===== config.mk =====
export PLATFORM = sky130hd
export DESIGN_NAME = cpu_sequencer
export DESIGN_NICKNAME = d
export VERILOG_FILES = /design/src/rtl/cpu_sequencer_pkg.sv /design/src/rtl/cpu_sequencer_status_flags.sv /design/src/rtl/cpu_sequencer.sv
export SDC_FILE = /design/constraint.sdc
export NUM_CORES = 1
export LEC_CHECK = 0
export CORE_MARGIN = 8
export CORE_UTILIZATION = 45
export DETAILED_ROUTE_END_ITERATION = 7
export PLACE_DENSITY_LB_ADDON = 0.2
export RECOVER_POWER = 25
export SLEW_MARGIN = 20
export SYNTH_ARGS = -nofsm -noshare
export SYNTH_HDL_FRONTEND = slang
export SYNTH_HIERARCHICAL = 1
export SYNTH_SLANG_ARGS = --single-unit
export TNS_END_PERCENT = 30

===== constraint.sdc =====
create_clock -name clk -period 2.05 [get_ports clk]
set_input_delay 0.205 -clock clk [delete_from_list [all_inputs] [get_ports clk]]
set_output_delay 0.205 -clock clk [all_outputs]
set_load 0.03 [all_outputs]

===== src/rtl/cpu_sequencer_pkg.sv =====
// Shared types and constants for the CPU control sequencer.
// Holds the FSM state encoding, the instruction code field and the reset PC default.
package cpu_sequencer_pkg;

    typedef enum logic [1:0] {
        ST_IDLE   = 2'b00,
        ST_FETCH  = 2'b01,
        ST_EXEC1  = 2'b10,
        ST_HALTED = 2'b11
    } state_t;

    typedef enum logic [1:0] {
        OP_JMP  = 2'b00,
        OP_NOP  = 2'b01,
        OP_HALT = 2'b10,
        OP_ARM  = 2'b11
    } opcode_t;

    localparam logic [15:0] DEFAULT_RESET_PC = 16'h0000;

    function automatic opcode_t op_of(input logic [15:0] ir);
        return opcode_t'(ir[15:14]);
    endfunction

endpackage


===== src/rtl/cpu_sequencer_status_flags.sv =====
// CARRY and SKIP status flip-flops with independent load enables.
// Both clear asynchronously on reset.
module status_flags (
    input  logic i_clk,
    input  logic i_rst,
    input  logic i_carry_d,
    input  logic i_carry_en,
    input  logic i_skip_d,
    input  logic i_skip_en,
    output logic o_carry_q,
    output logic o_skip_q
);

    logic r_carry;
    logic r_skip;

    always_ff @(posedge i_clk or posedge i_rst) begin
        if (i_rst) begin
            r_carry <= 1'b0;
            r_skip  <= 1'b0;
        end else begin
            if (i_carry_en) r_carry <= i_carry_d;
            if (i_skip_en)  r_skip  <= i_skip_d;
        end
    end

    assign o_carry_q = r_carry;
    assign o_skip_q  = r_skip;

endmodule


===== src/rtl/cpu_sequencer.sv =====
// Control sequencer: fetches instructions over a req/ack port, holds PC/IR and
// the instruction counter, and produces the one-cycle exec1 strobe for the ALU.
module cpu_sequencer
    import cpu_sequencer_pkg::*;
#(
    parameter logic [15:0] RESET_PC = DEFAULT_RESET_PC
) (
    input  logic        clk,
    input  logic        reset,
    input  logic        run,
    output logic        mem_req,
    output logic [15:0] mem_addr,
    input  logic        mem_ack,
    input  logic [15:0] mem_rdata,
    output logic [15:0] instruction,
    output logic [15:0] pc,
    output logic        exec1,
    input  logic        carryout,
    input  logic        carryen,
    input  logic        skipout,
    input  logic        skipen,
    output logic        carrystatus,
    output logic        skipstatus,
    output logic        halted,
    output logic [15:0] instr_count
);

    state_t      r_state;
    state_t      w_next_state;
    logic [15:0] r_pc;
    logic [15:0] r_ir;
    logic [15:0] r_count;
    logic        w_exec1;
    logic        w_skip_q;
    logic        w_carry_q;
    opcode_t     w_op;

    assign w_op    = op_of(r_ir);
    assign w_exec1 = (r_state == ST_EXEC1);

    always_ff @(posedge clk or posedge reset) begin
        if (reset) begin
            r_state <= ST_IDLE;
        end else begin
            r_state <= w_next_state;
        end
    end

    // JMP/HALT squash reads the SKIP value registered before this EXEC1 updates it.
    always_comb begin
        w_next_state = r_state;
        case (r_state)
            ST_IDLE: begin
                if (run) w_next_state = ST_FETCH;
            end
            ST_FETCH: begin
                if (mem_ack) w_next_state = ST_EXEC1;
            end
            ST_EXEC1: begin
                if (w_op == OP_HALT && !w_skip_q) w_next_state = ST_HALTED;
                else if (run)                     w_next_state = ST_FETCH;
                else                              w_next_state = ST_IDLE;
            end
            ST_HALTED: begin
                if (!run) w_next_state = ST_IDLE;
            end
            default: w_next_state = ST_IDLE;
        endcase
    end

    always_ff @(posedge clk or posedge reset) begin
        if (reset) begin
            r_pc    <= RESET_PC;
            r_ir    <= '0;
            r_count <= '0;
        end else begin
            if (r_state == ST_FETCH && mem_ack) begin
                r_ir <= mem_rdata;
                r_pc <= r_pc + 16'd1;
            end
            if (w_exec1) begin
                r_count <= r_count + 16'd1;
                if (w_op == OP_JMP && !w_skip_q) r_pc <= {2'b00, r_ir[13:0]};
            end
        end
    end

    status_flags u_flags (
        .i_clk      (clk),
        .i_rst      (reset),
        .i_carry_d  (carryout),
        .i_carry_en (carryen & w_exec1),
        .i_skip_d   (skipout),
        .i_skip_en  (skipen & w_exec1),
        .o_carry_q  (w_carry_q),
        .o_skip_q   (w_skip_q)
    );

    assign mem_req     = (r_state == ST_FETCH);
    assign mem_addr    = r_pc;
    assign instruction = r_ir;
    assign pc          = r_pc;
    assign exec1       = w_exec1;
    assign carrystatus = w_carry_q;
    assign skipstatus  = w_skip_q;
    assign halted      = (r_state == ST_HALTED);
    assign instr_count = r_count;

endmodule


==> impl_metrics.toml <==
[pwr]
p_sw_mw = 2.58
power_mw = 5.59
sw_frac_of_total_pct = 46.2
powerDensity_nw_per_um2 = 1570
combPwrFrac_pct = 56.2
power_frac_seq_pct = 33.0
p_leak_nw = 1.56
vdd_drop_max_v = 0.000991
p_clk_share_pct = 10.8
p_int_mw = 3.00

[final_layout]
final_cell_mix = "90 x clkdlybuf4s50_1, 74 x nand2_1, 52 x dfrtp_1"
fillers = 473
fin_area_um2 = 3570
layout_commonest_cell = "clkdlybuf4s50_1"
area_growth_pct = 39.9
fin_cells = 426
drive_gt1_share_pct = 8.19
nets = 379
insertedDiodeCount = 0
seq_area_um2 = 1300
multi_input_area_um2 = 1060

[timing]
post-route-period-util_pct = 91.6
clock_skew_ps = 4.33
final.min_clock_period_ps = 1880
setup_tns_ps = 0
fmax_ghz = 0.532
slew_violations = 0
setup_ws_ps = 171
finalHoldViolCount = 0
worstMarginPinSlew_ps = 1210
final-setup-viol-count = 0
rsz0062_at_grt = "no"
maxSlewHeadroom_pct = 19.6

[setup_path]
worst-setup-path-type = "reg -> out"
r2r-start = "mem_addr[7]"
crit_arrival_ps = 1670
cp.required_ps = 1850
crit_fanout = 7
regToRegSetupSlack_ps = 260
reg2reg_depth = 4
r2r_end = "mem_addr[15]"
cp-end-kind = "primary output"
start_kind = "flip-flop"

[worst_hold_path]
hold_class = "in -> async"

[floorplanning]
die_w_um = 91.3
die_h_um = 91.3
start_util_pct = 46.4
dieArea_um2 = 8340
ioPinCount = 93
core_um2 = 5510
rows = 27

[clocking]
path_clk_slew_ps = 90
clock_path_buffers = 2
cts_tree = "built"
cts.sinks = 52
cts_root_buffer = "clkbuf_8"
cts_hold_buf = 0
insertion_delay_ps = 300
cts_buffers = 5
cts.htree.levels = 2

[detailed_routing]
postRouteAntennaNets = 0
drt-vias-per-instance = 5.03
drt_iter0_drc = 90
drc_errors = 0
vias = 2142
routedWlPerCell_um = 14.6
finalWirelength_um = 6230
first_pass_iters = 4

[global_route]
track_usage_pct = 15.1
grt_max_degree = 51
grt_pass1_wl_um = 10500
overflow = 0
antenna_found_initial = 0
first_global_vias = 2278

[yosys]
synth_area_um2 = 2550
ys_seq_area_share_pct = 51.0
synth_edf_count = 0
synth_nets = 294
avgSynthCellArea_um2 = 9.52
ys_types = 40
syn_inst = 268
ys_ff_latch = 52
synthFlopType = "dfrtp_1"
yosys_warnings = 6
async_flop_share_pct = 100

[placed_design]
place_hpwl_um = 4800
dp_cells = 418
portBuffers = 92
placed_cell_area_um2 = 3490
place_congestion = 0.828
place_ws_ps = 104

[flow_run]
drv_cap = 0

[outcome]
status = "completed"
==> synth_stat cells (all sizes together) (5+ instances only) <==
cell     n  share of area (%)
o21ai   13                2.5
nor3     5                1.4
clkbuf   5               0.74
inv     10                1.5
nand3    9                2.3
xnor2   20                6.9
nor2     8                1.2
nand2   74                 11
nand4    7                2.0
buf     19                5.4
dfrtp   52                 51
==> kinds of logic (layout without fill, tap and decap cells) <==
logic type | Yosys count | count (layout) | share of synthesized area (%)
multiplexers | 2 | 2 | 1.18
flip-flops | 52 | 52 | 51.0
AND/OR/NAND/NOR | 129 | 129 | 25.4
AO/OA/AOI/OAI | 25 | 25 | 5.59
XOR/XNOR | 24 | 24 | 8.24
adder cells (fa/ha/maj) | 2 | 2 | 0.980
buffers and inverters | 34 | 120 | 7.65
==> worst max path at each step <==
stage                            from  depth (start not counted)  slack [ps]      endpoint
final                      r_state[1]                          3         170       mem_req
after CTS                  r_state[1]                          3         150       mem_req
after global routing       r_state[1]                          3         100       mem_req
after floorplan           mem_addr[0]                          5         180  mem_addr[12]
after detailed placement      mem_ack                          5         100  mem_addr[12]
after global placement        mem_ack                          5         170  mem_addr[12]
==> state kept, by name, indices dropped and copies added (netlist names) <==
name and flops:
instr_count 16, instruction 16, mem_addr 16, r_state 2, u_flags/o_carry_q 1, u_flags/o_skip_q 1
==> timing repair <==
action / in CTS / in global routing
setup buffers: 0 / 0
endpoints found under the setup margin: 1 / 0
endpoints found under the hold margin: 0 / 0
resized for setup: 1 / 0
==> critical path: stages, from the launching register on <==
cell	delay [ps]
dfrtp_1	440
nand2b_1	200
inv_1	70
clkdlybuf4s50_1	660
==> stage by stage <==
stage	util, %	hold slack (ps)
after floorplan	-	-53.8
after global routing	64.8	223
after global placement	63.4	414
final	64.8	207
after CTS	65.1	85.6
after detailed placement	63.4	420
==> per-layer routing <==
metal	up-vias	routed length, µm	GRT usage (%)
met5	-	0	0
met4	0	70	3.82
met3	9	551	5.93
met2	77	3080	26.1
met1	1020	2530	17.0
li1	1036	-	-
==> power groups by stage <==
stage	Combinational [mW]	Clock (mW)	Sequential, mW
floorplan	1.30	0	2.50
global placement	3.15	0	1.86
detailed placement	3.19	0	1.87
CTS	3.19	0.617	1.86
global route	3.36	0.658	1.92
finish	3.14	0.602	1.85
==> cell type report <==
cell class / count / share of cell area [%]
clock inverters: 2 / 0.280
repair buffers: 102 / 27.8
clock buffers: 6 / 2.31
multi-input cells: 182 / 29.6
flip-flops and latches: 52 / 36.5
well taps: 72 / 2.52
inverters: 10 / 1.05
Note: power is estimated with default switching activity, not from simulation.
